===== config.mk =====
export PLATFORM = sky130hd
export DESIGN_NAME = instr_encoder_loader
export DESIGN_NICKNAME = d
export VERILOG_FILES = /design/src/rtl/instr_encoder_loader.sv
export SDC_FILE = /design/constraint.sdc
export NUM_CORES = 1
export LEC_CHECK = 0
export BUFFER_PORTS_ARGS = -buffer_cell sky130_fd_sc_hd__buf_4
export CORE_MARGIN = 1
export CORE_UTILIZATION = 45
export DETAILED_ROUTE_END_ITERATION = 10
export PLACE_DENSITY = 0.75
export SLEW_MARGIN = 0
export SYNTH_ARGS = -nofsm -noshare
export SYNTH_HDL_FRONTEND = slang
export SYNTH_SLANG_ARGS = --single-unit

===== constraint.sdc =====
create_clock -name clk -period 5.4 [get_ports clk]
set_input_delay 0.54 -clock clk [delete_from_list [all_inputs] [get_ports clk]]
set_output_delay 0.54 -clock clk [all_outputs]
set_load 0.05 [all_outputs]

===== src/rtl/instr_encoder_loader.sv =====
// Instruction assembler/loader: packs decoded fields into 16-bit words, buffers them
// in a small FIFO and streams them to instruction memory at consecutive byte addresses.
module instr_encoder_loader #(
  parameter int unsigned FIFO_DEPTH = 4,
  parameter int unsigned ADDR_W     = 16
) (
  input  logic              clk,
  input  logic              rst,
  input  logic              start,
  input  logic [ADDR_W-1:0] base_addr,
  input  logic              in_valid,
  output logic              in_ready,
  input  logic [3:0]        opcode,
  input  logic [3:0]        rs,
  input  logic [3:0]        rt,
  input  logic [3:0]        rd,
  input  logic [15:0]       imm,
  input  logic [2:0]        cc,
  output logic              mem_wr_en,
  input  logic              mem_ready,
  output logic [ADDR_W-1:0] mem_addr,
  output logic [15:0]       mem_wdata,
  output logic [ADDR_W-1:0] word_count,
  output logic              done,
  output logic              err
);

  localparam int unsigned PtrW = $clog2(FIFO_DEPTH);
  localparam int unsigned CntW = PtrW + 1;

  typedef enum logic [2:0] {StIdle, StRun, StDrain, StDone, StErr} state_e;

  state_e            r_state;
  logic [15:0]       r_mem [FIFO_DEPTH];
  logic [PtrW-1:0]   r_wptr;
  logic [PtrW-1:0]   r_rptr;
  logic [CntW-1:0]   r_cnt;
  logic [ADDR_W-1:0] r_addr;
  logic [ADDR_W-1:0] r_wcount;
  logic              r_done;
  logic              r_err;

  logic [15:0]       w_word;
  logic              w_legal;
  logic              w_accept;
  logic              w_push;
  logic              w_bad;
  logic              w_pop;

  // Ready depends only on registered state so mem_ready never reaches in_ready.
  assign in_ready   = (r_state == StRun) && (r_cnt != CntW'(FIFO_DEPTH));
  assign mem_wr_en  = (r_cnt != '0) && ((r_state == StRun) || (r_state == StDrain));
  assign mem_addr   = r_addr;
  assign mem_wdata  = r_mem[r_rptr];
  assign word_count = r_wcount;
  assign done       = r_done;
  assign err        = r_err;

  assign w_accept = in_valid && in_ready;
  assign w_push   = w_accept && w_legal;
  assign w_bad    = w_accept && !w_legal;
  assign w_pop    = mem_wr_en && mem_ready;

  // Field packing and immediate range check per opcode class.
  always_comb begin
    w_word  = 16'hF000;
    w_legal = 1'b1;
    case (opcode)
      4'h0, 4'h1, 4'h2, 4'h3, 4'h7: w_word = {opcode, rd, rs, rt};
      4'h4, 4'h5, 4'h6: begin
        w_word  = {opcode, rd, rs, imm[3:0]};
        w_legal = ~|imm[15:4];
      end
      4'h8, 4'h9: begin
        // Signed 4-bit offset: upper bits must be a pure sign extension.
        w_word  = {opcode, rt, rs, imm[3:0]};
        w_legal = (&imm[15:3]) | ~|imm[15:3];
      end
      4'hA, 4'hB: begin
        w_word  = {opcode, rd, imm[7:0]};
        w_legal = ~|imm[15:8];
      end
      4'hC: begin
        w_word  = {opcode, cc, imm[8:0]};
        w_legal = (&imm[15:8]) | ~|imm[15:8];
      end
      4'hD:    w_word = {opcode, cc, 1'b0, rs, 4'h0};
      4'hE:    w_word = {opcode, rd, 8'h00};
      default: w_word = 16'hF000;
    endcase
  end

  // FIFO storage: write the encoded word at the tail on every legal accept.
  always_ff @(posedge clk) begin
    if (rst) begin
      for (int unsigned i = 0; i < FIFO_DEPTH; i++) r_mem[i] <= '0;
    end else if (w_push) begin
      r_mem[r_wptr] <= w_word;
    end
  end

  // Control FSM plus FIFO pointers, write address and word counter.
  always_ff @(posedge clk) begin
    if (rst) begin
      r_state  <= StIdle;
      r_wptr   <= '0;
      r_rptr   <= '0;
      r_cnt    <= '0;
      r_addr   <= '0;
      r_wcount <= '0;
      r_done   <= 1'b0;
      r_err    <= 1'b0;
    end else begin
      if (w_pop) begin
        r_rptr   <= r_rptr + PtrW'(1);
        r_addr   <= r_addr + ADDR_W'(2);
        r_wcount <= r_wcount + ADDR_W'(1);
      end
      if (w_push) r_wptr <= r_wptr + PtrW'(1);
      if (w_push && !w_pop)      r_cnt <= r_cnt + CntW'(1);
      else if (!w_push && w_pop) r_cnt <= r_cnt - CntW'(1);

      case (r_state)
        StIdle, StDone, StErr: begin
          if (start) begin
            r_state  <= StRun;
            r_addr   <= base_addr & ~ADDR_W'(1);
            r_wcount <= '0;
            r_done   <= 1'b0;
            r_err    <= 1'b0;
            r_wptr   <= '0;
            r_rptr   <= '0;
            r_cnt    <= '0;
          end
        end
        StRun: begin
          if (w_bad) begin
            // Drop everything still queued; completed writes stay in memory.
            r_state <= StErr;
            r_err   <= 1'b1;
            r_wptr  <= '0;
            r_rptr  <= '0;
            r_cnt   <= '0;
          end else if (w_push && (opcode == 4'hF)) begin
            r_state <= StDrain;
          end
        end
        StDrain: begin
          // HLT is the last queued word, so the final pop is its write.
          if (w_pop && (r_cnt == CntW'(1))) begin
            r_state <= StDone;
            r_done  <= 1'b1;
          end
        end
        default: r_state <= StIdle;
      endcase
    end
  end

endmodule


======== Yosys cells after proc, flatten, opt, wreduce, memory -nomap -nowiden ========
Memories as Yosys holds them, arrays and structs flattened. A register that Yosys moved wholly into a read port is not among the register bits.
Cells that the tools add are included.
word-level totals
  memories ................................ 1
  logic and storage cells ................. 118
  bits in registers ....................... 44
  memory bits (read-only) ................. 0
  bits in latches ......................... 0
  input port bits ......................... 56
  RAM bits ................................ 64
cells by class
  add/subtract/negate cells ............... 6
  reductions and logical operators ........ 36
  multipliers ............................. 0
  div/mod/pow operators ................... 0
  magnitude comparators ................... 0
  shifts and indexed selects .............. 0
  multiplexer cells ....................... 40
  eq/ne operators ......................... 25
  bitwise operators ....................... 2
memories
  name   words  bits a word  rd ports  clocked after Yosys merged registers in  wr ports  line  text
  r_mem  4      16           1         1                                        4         34    logic [15:0] r_mem [FIFO_DEPTH];
operator list
  cell                   count
  $mux 16                7
  $pmux 16 s7            1
  $eq 4x4->1 const B     8
  $mux 3                 8
  $add 16x1->16 const B  1
  $add 16x2->16 const B  1
  $eq 4x3->1 const B     4
  $mux 2                 8
  $reduce_or 16->1       1
  $reduce_and 13->1      1
  $reduce_or 13->1       1
  $reduce_or 12->1       1
  $logic_and 1x1->1      10
  $mux 1                 9
  $pmux 3 s3             1
  $reduce_and 3->1       3
  $eq 4x2->1 const B     2
  $pmux 2 s2             2
  $reduce_and 8->1       1
  $reduce_or 8->1        1
  $eq 3x1->1 const B     2
  $eq 3x2->1 const B     2
  $logic_not 1->1        6
  $pmux 3 s2             1
  20 further kinds       27

======== Logic depth before layout (Yosys ltp) ========
  depth after elaboration ................. 11
  depth in mapped cells ................... 9

======== Worst setup path before layout ========
Ideal clock, no wire load.
  kind .................................... reg-to-reg
  start point ............................. register r_cnt[0]
  end point ............................... memory r_mem[0][0] (enable)
  path buffers ............................ 1
  arrival ................................. 3410 ps
  clock period less this slack ............ 3777 ps
  slack ................................... 1623 ps
  required time ........................... 5033 ps
  cell stages (with the launch flop) ...... 8
  path through ............................ dfxtp_1 inv_1 ha_1 a211oi_1 nand2_1 a311oi_4 clkbuf_1 a21o_1
RTL lines
  item                    line  text
  start, declared         37    logic [CntW-1:0] r_cnt;
  start signal, assigned  120   if (w_push && !w_pop) r_cnt <= r_cnt + CntW'(1);
  start signal, assigned  121   else if (!w_push && w_pop) r_cnt <= r_cnt - CntW'(1);
  end, declared           34

==> metrics.txt <==
status completed; first-pass GRT wire length between 15,000 and 20,000 microns; Max Cap Viol 0; synthesized area per cell 10.9 sq um; Tmin final 3.03 ns; CTS hold repair buffers 0; RePlAce Congestion slightly below 0.9; initial antenna violation count 0; Crit path arrival time 3.01 ns; Setup TNS 0 ns; IO Port Bufs 105; CP startpoint kind flop; row count 39; Hold Vio Cnt, Final 0; Crit Path Category reg -> reg; fin crit share 0.562; final setup vio count 0; number of diodes 0; R2R Path Start r_cnt[0]; critical path's top delay family compound AO/OA/AOI/OAI gates; largest net degree at the start of global routing 32; Critical Path Source r_cnt[0]; CP max FO 18; Routed Antenna Nets 0; CTS Buffer Depth 2; crit end category flop; Post-Syn Nets ~540; hpwl dp 8340 microns; layout cells sized above 1 0.282; worst min path class reg -> reg; synthesized area 5280 sq um; setup slack, reg-to-reg roughly 2.4 ns; post_cts resized 0; clock-pin transition on the worst setup and hold timing paths 0.07 ns; cell area power density 307 nW/um^2; Post-Route WL 12,000 microns; reg2reg end r_mem[0][0]; WP buf/inv 1; Die Ht 110 microns; slowest stage delay, CP 0.72 ns; flops & latches, synth 107; Inserted Clock Buffers 9; DP Cell Count 706; Die Area 12,200 sq um; Final Max Tran Viols 0; Total Routing Usage GR 0.207; leakage dissipation 2.48 nW; Clock Latency Late Sink 0.35 ns; worst slew pin tran 0.991 ns; Worst Setup EP r_mem[0][0]; Critical Path RT 5.38 ns; most frequent cells in the layout buf_4 (106), nor2_1 (84), edfxtp_1 (64); clk sinks 107; IO Pins 108; hold wc startpoint err; Hold Slack 0.465 ns; TritonCTS clock tree done; Post-synth EDFFs 64; Post-synth top flop edfxtp_1; Die W 110 microns; Root Buffer clkbuf_16; number of iterations in the first detailed-routing pass 4; final cell count without fillers a little over 700; Filler cells ~1,000; Post-layout nets 636; initial core utilization 0.462; Slew headroom 0.338; Overflow after GRT 0; YS warnings 0; vias in the first global route 3,804; Avg WL per Cell 16.7 microns; Post-CTS Setup Repair Bufs 0; Mapped Cells 482; DR vias/cell 5.62; Worst path slowest cell a21o_1; worst vdd ir 156 uV; number of cells on the critical path 6; CP Cell Sequence inv_1, ha_1, a211oi_1, nand2_1, a311oi_4, a21o_1; core area between 10,000 and 15,000 sq um; fraction of registers with async set/reset 0; Max Clk Rate 330 MHz; sequential cell area fraction in the yosys report 0.527; area delta synth->final 21.7%; DRT iter0 DRCs 287; RSZ-0062 raised after global routing false; R2R cell count 6; DRC violation count after routing 0; most common cell after layout, fill and taps aside buf_4; H-tree depth 3; Yosys cell types 55; clock skew roughly 0.0088 ns; vias 4,057
==> worst min-delay path by stage <==
stage / cells after the start / end / slack (ns)
after floorplan: 2 / r_cnt[2] / 0.48
after global placement: 2 / err / 0.44
after detailed placement: 2 / err / 0.45
after CTS: 2 / err / 0.47
after global routing: 3 / mem_addr[9] / 0.49
final: 2 / err / 0.46
==> synth_stat cells, types with 2 or more instances <==
| library cell | number | area, sq um |
|---|---|---|
| nand3_2 | 2 | 20.0 |
| clkbuf_1 | 14 | 52.6 |
| nand3_1 | 7 | 35.0 |
| nand2_1 | 37 | 139 |
| mux2i_1 | 6 | 60.1 |
| and2_1 | 9 | 56.3 |
| nor4_1 | 5 | 31.3 |
| nand2b_1 | 5 | 31.3 |
| a211oi_1 | 13 | 97.6 |
| or3_1 | 4 | 25.0 |
| nor3_1 | 2 | 10.0 |
| and3_1 | 16 | 100 |
| nor2_2 | 10 | 62.6 |
| a311oi_1 | 3 | 26.3 |
| buf_4 | 3 | 22.5 |
| o21ai_0 | 9 | 45.0 |
| a22oi_1 | 9 | 67.6 |
| a21o_1 | 2 | 15.0 |
| dfxtp_1 | 43 | 861 |
| ha_1 | 6 | 75.1 |
| and4_1 | 5 | 43.8 |
| xnor2_1 | 15 | 131 |
| nand4_1 | 10 | 62.6 |
| mux4_2 | 16 | 360 |
| nand4_2 | 2 | 25.0 |
| nor2_1 | 84 | 315 |
| buf_2 | 7 | 35.0 |
| a31o_2 | 2 | 17.5 |
| a21oi_1 | 18 | 90.1 |
| nand3b_1 | 2 | 15.0 |
| inv_1 | 9 | 33.8 |
| edfxtp_1 | 64 | 1920 |
| xor2_1 | 17 | 149 |
| nor2b_1 | 5 | 31.3 |
==> metrics by stage <==
stage	setup slack [ns]	utilization	total power, mW	area, sq um
after global placement	2.11	0.538	1.35	6140
after CTS	2.32	0.562	1.98	6420
after global routing	2.08	0.562	2.05	6420
after floorplan	1.62	-	1.23	5280
after detailed placement	2.05	0.538	1.36	6140
final	2.37	0.562	1.97	6420
==> worst register-to-register path: stages (launching register included) <==
cell      delay (ns)
dfxtp_1         0.37
inv_1           0.10
ha_1            0.22
a211oi_1        0.34
nand2_1         0.22
a311oi_4        0.69
a21o_1          0.72
==> layer usage <==
| metal | vias to the layer above | routed length (microns) | part of all wire | global-route usage |
|---|---|---|---|---|
| li1 | 1931 | - | - | - |
| met1 | 1945 | 5150 | 0.43 | 0.264 |
| met2 | 168 | 5600 | 0.47 | 0.344 |
| met3 | 13 | 1150 | 0.095 | 0.0582 |
| met4 | 0 | 146 | 0.012 | 0.0611 |
| met5 | - | 0 | 0 | 0 |
==> final cells by class <==
cell class                 count  area, sq um  area share
timing repair buffer         106          796       0.124
multi-input combinational    341         2350       0.366
clock buffer                   9          225      0.0351
sequential                   107         2780       0.433
inverter                       9         33.8     0.00526
tap                          143          179      0.0279
clock inverter                 7         57.6     0.00896
==> power breakdown <==
| part | total (mW) | internal, mW | switching [mW] |
|---|---|---|---|
| sequential | 0.953 | 0.911 | 0.0418 |
| combinational | 0.389 | 0.132 | 0.257 |
| clock | 0.629 | 0.320 | 0.309 |
==> state kept, by name (all words and copies together) (netlist names) <==
register and cells:
done 1, mem_addr 15, r_rptr 2, r_wptr 2, r_state 3, r_mem 64, r_cnt 3, err 1
word_count 16
==> cell families (layout without fill, tap and decap cells) <==
logic type	count (synthesis)	count (layout)	synth area share
and+or+nand+nor	212	212	0.201
DFF	107	107	0.527
xor gates and xnor gates	32	32	0.0531
adders and majority gates	6	6	0.0142
other	1	1	0.000711
buffers and inverters	34	131	0.0280
muxes	23	23	0.0818
AOI/OAI and AO/OA	67	67	0.0936
Power figures use the tool's default switching activity.
